[src/rtl/memory.sv]
`timescale 1ns/1ps
// Memory pipeline stage: issues one data-bus request per load/store, stalls until data_ok,
// then aligns and sign/zero-extends load data. Struct-like ports are packed vectors.
module memory (
    input  logic         clk,
    input  logic         reset,
    // dataE = {pc[64], result_alu[64], wd[64], wa[5], ctl[6]}
    // ctl   = {regwrite, memread, memwrite, msize[2], mem_unsigned}
    input  logic [202:0] dataE,
    // dataM = {pc[64], ctl[6], result[64], wa[5]}
    output logic [138:0] dataM,
    // forwardM = {wa[5], result[64], regwrite}
    output logic [69:0]  forwardM,
    output logic         stallM,
    output logic         misalignM,
    // dreq = {valid, addr[64], size[3], strobe[8], data[64]}
    output logic [139:0] dreq,
    // dresp = {addr_ok, data_ok, data[64]}
    input  logic [65:0]  dresp
);

    localparam logic [1:0] IDLE = 2'd0;
    localparam logic [1:0] WAIT = 2'd1;
    localparam logic [1:0] DONE = 2'd2;

    logic [1:0]  state_q, state_d;
    logic [63:0] rdata_q, rdata_d;

    logic [63:0] pc, result_alu, wd;
    logic [4:0]  wa;
    logic [5:0]  ctl;
    logic        regwrite, memread, memwrite, mem_unsigned;
    logic [1:0]  msize;
    logic        data_ok;
    logic [63:0] resp_data;
    logic        unused_addr_ok;

    assign pc             = dataE[202:139];
    assign result_alu     = dataE[138:75];
    assign wd             = dataE[74:11];
    assign wa             = dataE[10:6];
    assign ctl            = dataE[5:0];
    assign regwrite       = ctl[5];
    assign memread        = ctl[4];
    assign memwrite       = ctl[3];
    assign msize          = ctl[2:1];
    assign mem_unsigned   = ctl[0];
    assign data_ok        = dresp[64];
    assign resp_data      = dresp[63:0];
    assign unused_addr_ok = dresp[65];

    logic       mem_op, misalign;
    logic [2:0] offset;

    assign mem_op = memread | memwrite;
    assign offset = result_alu[2:0];

    always_comb begin
        misalign = 1'b0;
        case (msize)
            2'd0:    misalign = 1'b0;
            2'd1:    misalign = result_alu[0];
            2'd2:    misalign = |result_alu[1:0];
            default: misalign = |result_alu[2:0];
        endcase
    end

    always_comb begin
        state_d = state_q;
        rdata_d = rdata_q;
        case (state_q)
            IDLE: if (mem_op && !misalign) state_d = WAIT;
            WAIT: begin
                // data_ok is only honoured here, never in the cycle the request is raised
                if (data_ok) begin
                    rdata_d = resp_data;
                    state_d = DONE;
                end
            end
            DONE:    state_d = IDLE;
            default: state_d = IDLE;
        endcase
    end

    always_ff @(posedge clk or posedge reset) begin
        if (reset) begin
            state_q <= IDLE;
            rdata_q <= 64'd0;
        end else begin
            state_q <= state_d;
            rdata_q <= rdata_d;
        end
    end

    logic        busy;
    logic [7:0]  size_mask, strobe;
    logic [63:0] wdata, shifted, load_ext, result;

    assign busy      = !reset && (((state_q == IDLE) && mem_op && !misalign) || (state_q == WAIT));
    assign stallM    = busy;
    assign misalignM = !reset && (state_q == IDLE) && mem_op && misalign;

    always_comb begin
        size_mask = 8'h01;
        case (msize)
            2'd0:    size_mask = 8'h01;
            2'd1:    size_mask = 8'h03;
            2'd2:    size_mask = 8'h0f;
            default: size_mask = 8'hff;
        endcase
    end

    assign strobe  = memwrite ? (size_mask << offset) : 8'h00;
    assign wdata   = wd << {offset, 3'b000};
    assign shifted = rdata_q >> {offset, 3'b000};

    always_comb begin
        load_ext = shifted;
        case (msize)
            2'd0:    load_ext = {{56{~mem_unsigned & shifted[7]}}, shifted[7:0]};
            2'd1:    load_ext = {{48{~mem_unsigned & shifted[15]}}, shifted[15:0]};
            2'd2:    load_ext = {{32{~mem_unsigned & shifted[31]}}, shifted[31:0]};
            default: load_ext = shifted;
        endcase
    end

    always_comb begin
        result = result_alu;
        if (misalignM) begin
            result = 64'd0;
        end else if ((state_q == DONE) && memread) begin
            result = load_ext;
        end
    end

    assign dataM    = {pc, ctl, result, wa};
    assign forwardM = {wa, result, regwrite & ~stallM};
    assign dreq     = {busy, result_alu, {1'b0, msize}, strobe, wdata};

endmodule

[config.mk]
export PLATFORM = sky130hd
export DESIGN_NAME = memory
export DESIGN_NICKNAME = d
export VERILOG_FILES = /design/src/rtl/memory.sv
export SDC_FILE = /design/constraint.sdc
export NUM_CORES = 1
export LEC_CHECK = 0
export ABC_CLOCK_PERIOD_IN_PS = 2930
export BUFFER_PORTS_ARGS = -buffer_cell sky130_fd_sc_hd__buf_2
export CORE_AREA = 8 8 236 238
export CTS_BUF_LIST = sky130_fd_sc_hd__clkbuf_8
export CTS_CLUSTER_DIAMETER = 40
export DETAILED_ROUTE_END_ITERATION = 7
export DIE_AREA = 0 0 244 246
export GPL_ROUTABILITY_DRIVEN = 1
export HOLD_SLACK_MARGIN = 0.06
export PLACE_DENSITY = 0.44
export SETUP_SLACK_MARGIN = 0.15
export SLEW_MARGIN = 20
export SYNTH_ARGS = -nofsm -noshare
export SYNTH_HDL_FRONTEND = slang
export SYNTH_SLANG_ARGS = --single-unit
[constraint.sdc]
create_clock -name clk -period 2.93 [get_ports clk]
set_clock_uncertainty 0.15 [all_clocks]
set_input_delay 0.293 -clock clk [delete_from_list [all_inputs] [get_ports clk]]
set_output_delay 0.293 -clock clk [all_outputs]
set_load 0.01 [all_outputs]
==> qor.yml, run 1 <==
clock_tree:
  clk_path_buf_depth: 2
  insertion_delay_ns: 0.35
  cts_sinks: 66
  cts_max_level: 3
  path_clk_slew_ns: 0.08
  cts-root-buf: "clkbuf_8"
  cts_tree: "done"
  cts_buffers: 9
layout:
  post-route-util: 0.219
  syn_to_final_growth_pct: 36.9
  nets: 1764
  layout-drive-gt1-share: 0.442
yosys:
  synth-simple-area-share: 0.212
  syn_area_um2: 8330
  synth_area_leaders: "dfrtp_1, buf_4, nand2_1"
  synth-xor-area-share: 0
  yosys_most_used_dff: "dfrtp_1"
  ys_warn_count: 0
  synth_cells: 1180
  syn-num-nets: 1451
  synth_enable_flop_cells: 0
  synth_top_cell_by_area: "dfrtp_1"
  synthTopCellsByCount: "nand2_1, buf_4, nor2_1"
  synth_adder_area_share: 0
  synth-seq-cells: 66
  synth_top_family_by_area: "buffers and inverters"
  synth_compound_area_frac: 0.173
  yosysUniqueCellTypes: 50
  ys_async_sr_fraction: 1.00
  yosysMostFrequentCell: "nand2_1"
  synth_top_area_frac: 0.198
  avgSynthCellArea_um2: 7.06
  ys_seq_area_frac: 0.198
  synthMuxAreaShare: 0.178
sta:
  fin_crit_sh: 0.981
  setup_viol: 0
  maxSlewHeadroom: 0.549
  rsz0062_at_grt: "true"
  drv_slew: 0
  hold_viol_final: 0
  maxClockFrequency_mhz: 348
  tightest_slew_ns: 0.676
  fin_crit_ns: 2.88
  tns_ns: 0
  whs_ns: 0.130
placement:
  numPortBuffers: 476
  place.gp.congestion: 0.858
  place_hpwl_um: 40700
worst_setup_path:
  path_class: "reg2out"
  worst-path-max-fanout: 32
  worstSetupEndpointType: "output pin"
  start_kind: "flip-flop"
  required_ns: 2.49
  arrival_ns: 2.43
grt:
  grtUsageTotal: 0.150
  grt_pass1_vias: 9383
  grt_pass1_wl_um: 67400
  antenna_found_initial: 17
  grt_max_degree: 70
  grt.overflow.total: 0
route:
  via_per_inst: 4.26
  drcViolationCount: 0
  wl_per_cell_um: 22.1
  via_count: 9347
  first_pass_iters: 5
  drt_iter0_markers: 507
  wl_um: 48400
  ant_nets: 0
floorplanning:
  start_util: 0.160
  core_um2: 52000
  pin_count: 622
  core.rowCount: 84
  dieArea_um2: 60000
  die_h_um: 246
  die_x_um: 244
power_and_ir_drop:
  p_leak_nw: 5.66
  p_per_area_nw_per_um2: 466
  ir_drop_mv: 0.182
  power.total_w: 0.00531
status:
  status: "completed"
worst_hold_path:
  hold_class: "in2reg"
flow_run:
  maxCapViolations: 0
[final timing paths]
| kind | start | end | slack [ns] | depth (start not counted) |
|---|---|---|---|---|
| min in group asynchronous | reset | state_q[0] | 0.40 | 3 |
| hold / removal | dresp[64] | state_q[0] | 0.13 | 4 |
| setup / recovery | rdata_q[63] | dataM[66] | 0.05 | 7 |
| max in group asynchronous | reset | rdata_q[33] | 1.60 | 4 |
| hold reg to reg | rdata_q[3] | rdata_q[3] | 0.33 | 2 |
| setup reg to reg | state_q[1] | rdata_q[47] | 1.23 | 5 |
[timing repair]
action | CTS | global route
setup endpoints to repair | 102 | 113
buffers inserted | 6 | 1
resized for setup | 36 | 43
gates cloned | 1 | 0
hold endpoints to repair | 80 | 0
pin swaps | 4 | 14
hold buffers | 65 | 0
[through the flow]
step | setup WS [ns] | std cells | area [µm²]
finish | 0.0546 | 2192 | 11400
global route | -0.00968 | 2190 | 11400
CTS | 0.00872 | 2183 | 11200
detailed placement | -0.159 | 2097 | 10100
global placement | -0.129 | 2097 | 10100
floorplan | 0.222 | 1180 | 8330
[cell families after synthesis]
kind of cell / Yosys count
flops: 66
buf+inv: 307
mux: 133
simple gates: 430
other cells: 1
compound gates: 243
[cells in the final DEF, fill, tap and decap left out, drive strengths merged, types with 12 or more instances in the layout]
cell,netlist,layout
dfrtp,66,66
nor2,141,142
a21oi,61,61
nand2,246,246
mux2,40,40
clkbuf,57,13
o22ai,17,17
dlygate4sd3,0,65
o21ai,108,108
o211ai,12,12
mux2i,85,85
buf,243,535
[power by group]
part / switching (W) / internal, W
clock: 0.000350 / 0.000366
combinational: 0.00173 / 0.00124
sequential: 0.000383 / 0.00124
total: 0.00247 / 0.00285
[metal layers]
metal,vias up,part of all wire,GRT usage
li1,4407,-,-
met1,4457,0.42,0.187
met2,392,0.48,0.255
met3,79,0.072,0.0399
met4,12,0.024,0.0359
met5,-,0.0016,0
[flip-flops by register name (all words and copies together) (netlist names)]
name,flops
rdata_q,64
state_q,2
[critical path, cell delays in order, from the launching register on]
cell and delay, ns:
dfrtp_1 0.43, nand2b_1 0.09, mux4_2 0.51, nor4b_4 0.33, o31ai_4 0.10, buf_12 0.19, nor3_4 0.22, buf_2 0.18
[final cells by class]
cell class	instances	area (µm²)
multi-input combinational	808	4990
tap	688	861
antenna	8	20.0
clock inverter	2	12.5
fill	5911	40600
clock buffer	12	165
inverter	7	26.3
timing repair buffer	601	3680
sequential	66	1650
Power figures use the tool's default switching activity.
==> inputs of run 2 (changes only) <==
--- a/config.mk
+++ b/config.mk
@@ -7,15 +7,18 @@
 export LEC_CHECK = 0
 export ABC_CLOCK_PERIOD_IN_PS = 2930
 export BUFFER_PORTS_ARGS = -buffer_cell sky130_fd_sc_hd__buf_2
+export CAP_MARGIN = 30
 export CORE_AREA = 8 8 236 238
 export CTS_BUF_LIST = sky130_fd_sc_hd__clkbuf_8
 export CTS_CLUSTER_DIAMETER = 40
 export DETAILED_ROUTE_END_ITERATION = 7
 export DIE_AREA = 0 0 244 246
 export GPL_ROUTABILITY_DRIVEN = 1
+export GPL_TIMING_DRIVEN = 0
 export HOLD_SLACK_MARGIN = 0.06
 export PLACE_DENSITY = 0.44
 export SETUP_SLACK_MARGIN = 0.15
+export SKIP_LAST_GASP = 1
 export SLEW_MARGIN = 20
 export SYNTH_ARGS = -nofsm -noshare
 export SYNTH_HDL_FRONTEND = slang
==> run 2 against run 1 <==
Final area is 28% higher; utilization rose by 6.2 points; via count increased by 14%; the run now ends with negative setup slack left; first-iteration DRC count up 39%; power up 21%; combinational power up 32%; maximum frequency fell by 5.5%; die area unchanged; clock-buffer cell count stayed put; critical path depth up 5; setup slack got worse by 0.17 ns.
==> qor.yml, run 2 (synthesis results as in run 1) <==
status:
  status: "complete, but fails checks"
  violations: "negative setup slack"
power_and_ir_drop:
  p_per_area_nw_per_um2: 440  # -5.5%
  power.total_w: 0.00644  # +21%
  ir_drop_mv: 0.212  # +16%
  p_leak_nw: 7.35  # +30%
placement:
  numPortBuffers: 548  # +15%
  place.gp.congestion: 0.862  # +0.47%
  place_hpwl_um: 49800  # +23%
sta:
  tightest_slew_ns: 0.858  # +0.182 ns
  fin_crit_sh: 1.04  # +0.0569
  maxSlewHeadroom: 0.428  # -0.121
  rsz0062_at_grt: "true"
  tns_ns: -2.24  # -2.24 ns
  setup_viol: 47  # +47
  setup_ws_ns: -0.112  # -0.167 ns
  drv_slew: 0  # unchanged
  fin_crit_ns: 3.04  # +0.167 ns
  hold_viol_final: 0  # unchanged
  maxClockFrequency_mhz: 329  # -5.5%
grt:
  grt_pass1_vias: 11200  # +19%
  use_met2: 0.319  # +0.0638
  grt-busiest-layer: "met2"
  antenna_found_initial: 7  # -10
  grt_max_degree: 38  # -46%
  met1_usage: 0.224  # +0.0375
  grtUsageTotal: 0.180  # +0.0299
  grtUsageMet3: 0.0295  # -0.0104
  grt_pass1_wl_um: 80400  # +19%
  grt.overflow.total: 0  # unchanged
layout:
  syn_to_final_growth_pct: 75.6
  largest_register_ffs: 64  # unchanged
  regMostFlops: "rdata_q"
  final_common_cell: "buf_2"
  nets: 2106  # +19%
  reg_top3: "rdata_q: 64 flops, state_q: 2 flops"
  final_cell_mix: "buf_2, nand2_1, buf_4"
  layout-drive-gt1-share: 0.553  # +0.111
route:
  drcViolationCount: 0  # unchanged
  wl_per_cell_um: 23.0  # +3.9%
  via_count: 10700  # +14%
  drt_iter0_markers: 707  # +39%
  via_per_inst: 4.22  # -1.1%
  wl_um: 58100  # +20%
  ant_nets: 0  # unchanged
  first_pass_iters: 5  # unchanged
worst_setup_path:
  arrival_ns: 2.60  # +0.17 ns
  worstSetupEndpointType: "output pin"
  r2r_cells: 6  # +1
  path_class: "reg2out"
  cp_top_family: "buffers and inverters"
  cp_cell_sequence: "buf_6 > mux2_4 > o22ai_4 > o41ai_4 > buf_4 > o31ai_4 > buf_12 > buf_16 > buf_6 > nor2_4 > buf_6 > buf_6"
  critPathMaxStageDelay_ns: 0.45  # -0.06 ns
  start_kind: "flip-flop"
  crit_slowest_cell: "dfrtp_2"
  path_common_cell: "buf_6"
  worst-path-buf-inv: 7  # +5
  worst-path-max-fanout: 6  # -81%
  cp.depth: 12  # +5
  required_ns: 2.49  # about the same
floorplanning:
  pin_count: 622  # unchanged
  die_h_um: 246  # unchanged
  core_um2: 52000  # unchanged
  start_util: 0.160  # unchanged
  core.rowCount: 84  # unchanged
  die_x_um: 244  # unchanged
  dieArea_um2: 60000  # unchanged
clock_tree:
  clk_path_buf_depth: 2  # unchanged
  cts-root-buf: "clkbuf_8"
  cts_max_level: 3  # unchanged
  cts_sinks: 66  # unchanged
  path_clk_slew_ns: 0.07  # about the same
  cts_buffers: 9  # unchanged
  insertion_delay_ns: 0.33  # -0.02 ns
  cts_tree: "done"
worst_hold_path:
  hold_class: "in2reg"
  hold_depth: 3  # -1
flow_run:
  maxCapViolations: 0  # unchanged
[run 2: worst register-to-register path, delay by kind of cell, from the launching register on]
kind	cells	cell delay, ns
buf+inv	3	0.91
flops	1	0.40
simple gates	3	0.51
[run 2: routing by layer]
metal  part of all wire  vias up
li1                   -     5086
met1               0.43     5123
met2               0.50      411
met3              0.053       53
met4              0.020        2
met5            0.00019        -
[run 2: final cells by class]
| type | count | area, µm² |
|---|---|---|
| antenna | 4 | 10.0 |
| buffer | 300 | 2260 |
| clock buffer | 12 | 165 |
| clock inverter | 3 | 38.8 |
| fill | 5705 | 37400 |
| inverter | 7 | 33.8 |
| multi-input combinational | 807 | 5410 |
| sequential | 66 | 1660 |
| tap | 688 | 861 |
| timing repair buffer | 644 | 4200 |
[run 2: power breakdown]
part | total [W] | switching (W) | internal [W]
clock | 0.000793 | 0.000339 | 0.000454
sequential | 0.00174 | 0.000489 | 0.00125
combinational | 0.00391 | 0.00209 | 0.00183
total | 0.00644 | 0.00291 | 0.00353
[run 2: path summary, 6_finish.rpt]
check | startpoint | to | slack (ns)
setup / recovery | rdata_q[23] | forwardM[34] | -0.11
hold / removal | dresp[21] | rdata_q[21] | 0.10
setup reg to reg | state_q[1] | rdata_q[21] | 0.90
hold reg to reg | state_q[1] | state_q[0] | 0.32
max in group asynchronous | reset | rdata_q[47] | 1.64
min in group asynchronous | reset | rdata_q[55] | 0.43
[run 2: repair_timing]
item,in CTS,in global routing
pin swaps,42,18
buffers inserted,18,10
hold buffers,64,0
setup endpoints to repair,191,132
endpoints found under the hold margin,99,0
cloned,3,0
resized for setup,314,66
[run 2: through the flow]
step | hold slack, ns | setup WS (ns) | utilization | std cells | area (µm²)
6_report | 0.105 | -0.112 | 0.281 | 2531 | 14600
4_1_cts | 0.0694 | -0.223 | 0.276 | 2517 | 14400
5_1_grt | 0.114 | -0.199 | 0.281 | 2530 | 14600
3_5_place_dp | 0.211 | -0.976 | 0.230 | 2417 | 12000
3_3_place_gp | 0.306 | -1.08 | 0.229 | 2416 | 11900
2_1_floorplan | 0.248 | 0.222 | - | 1180 | 8330
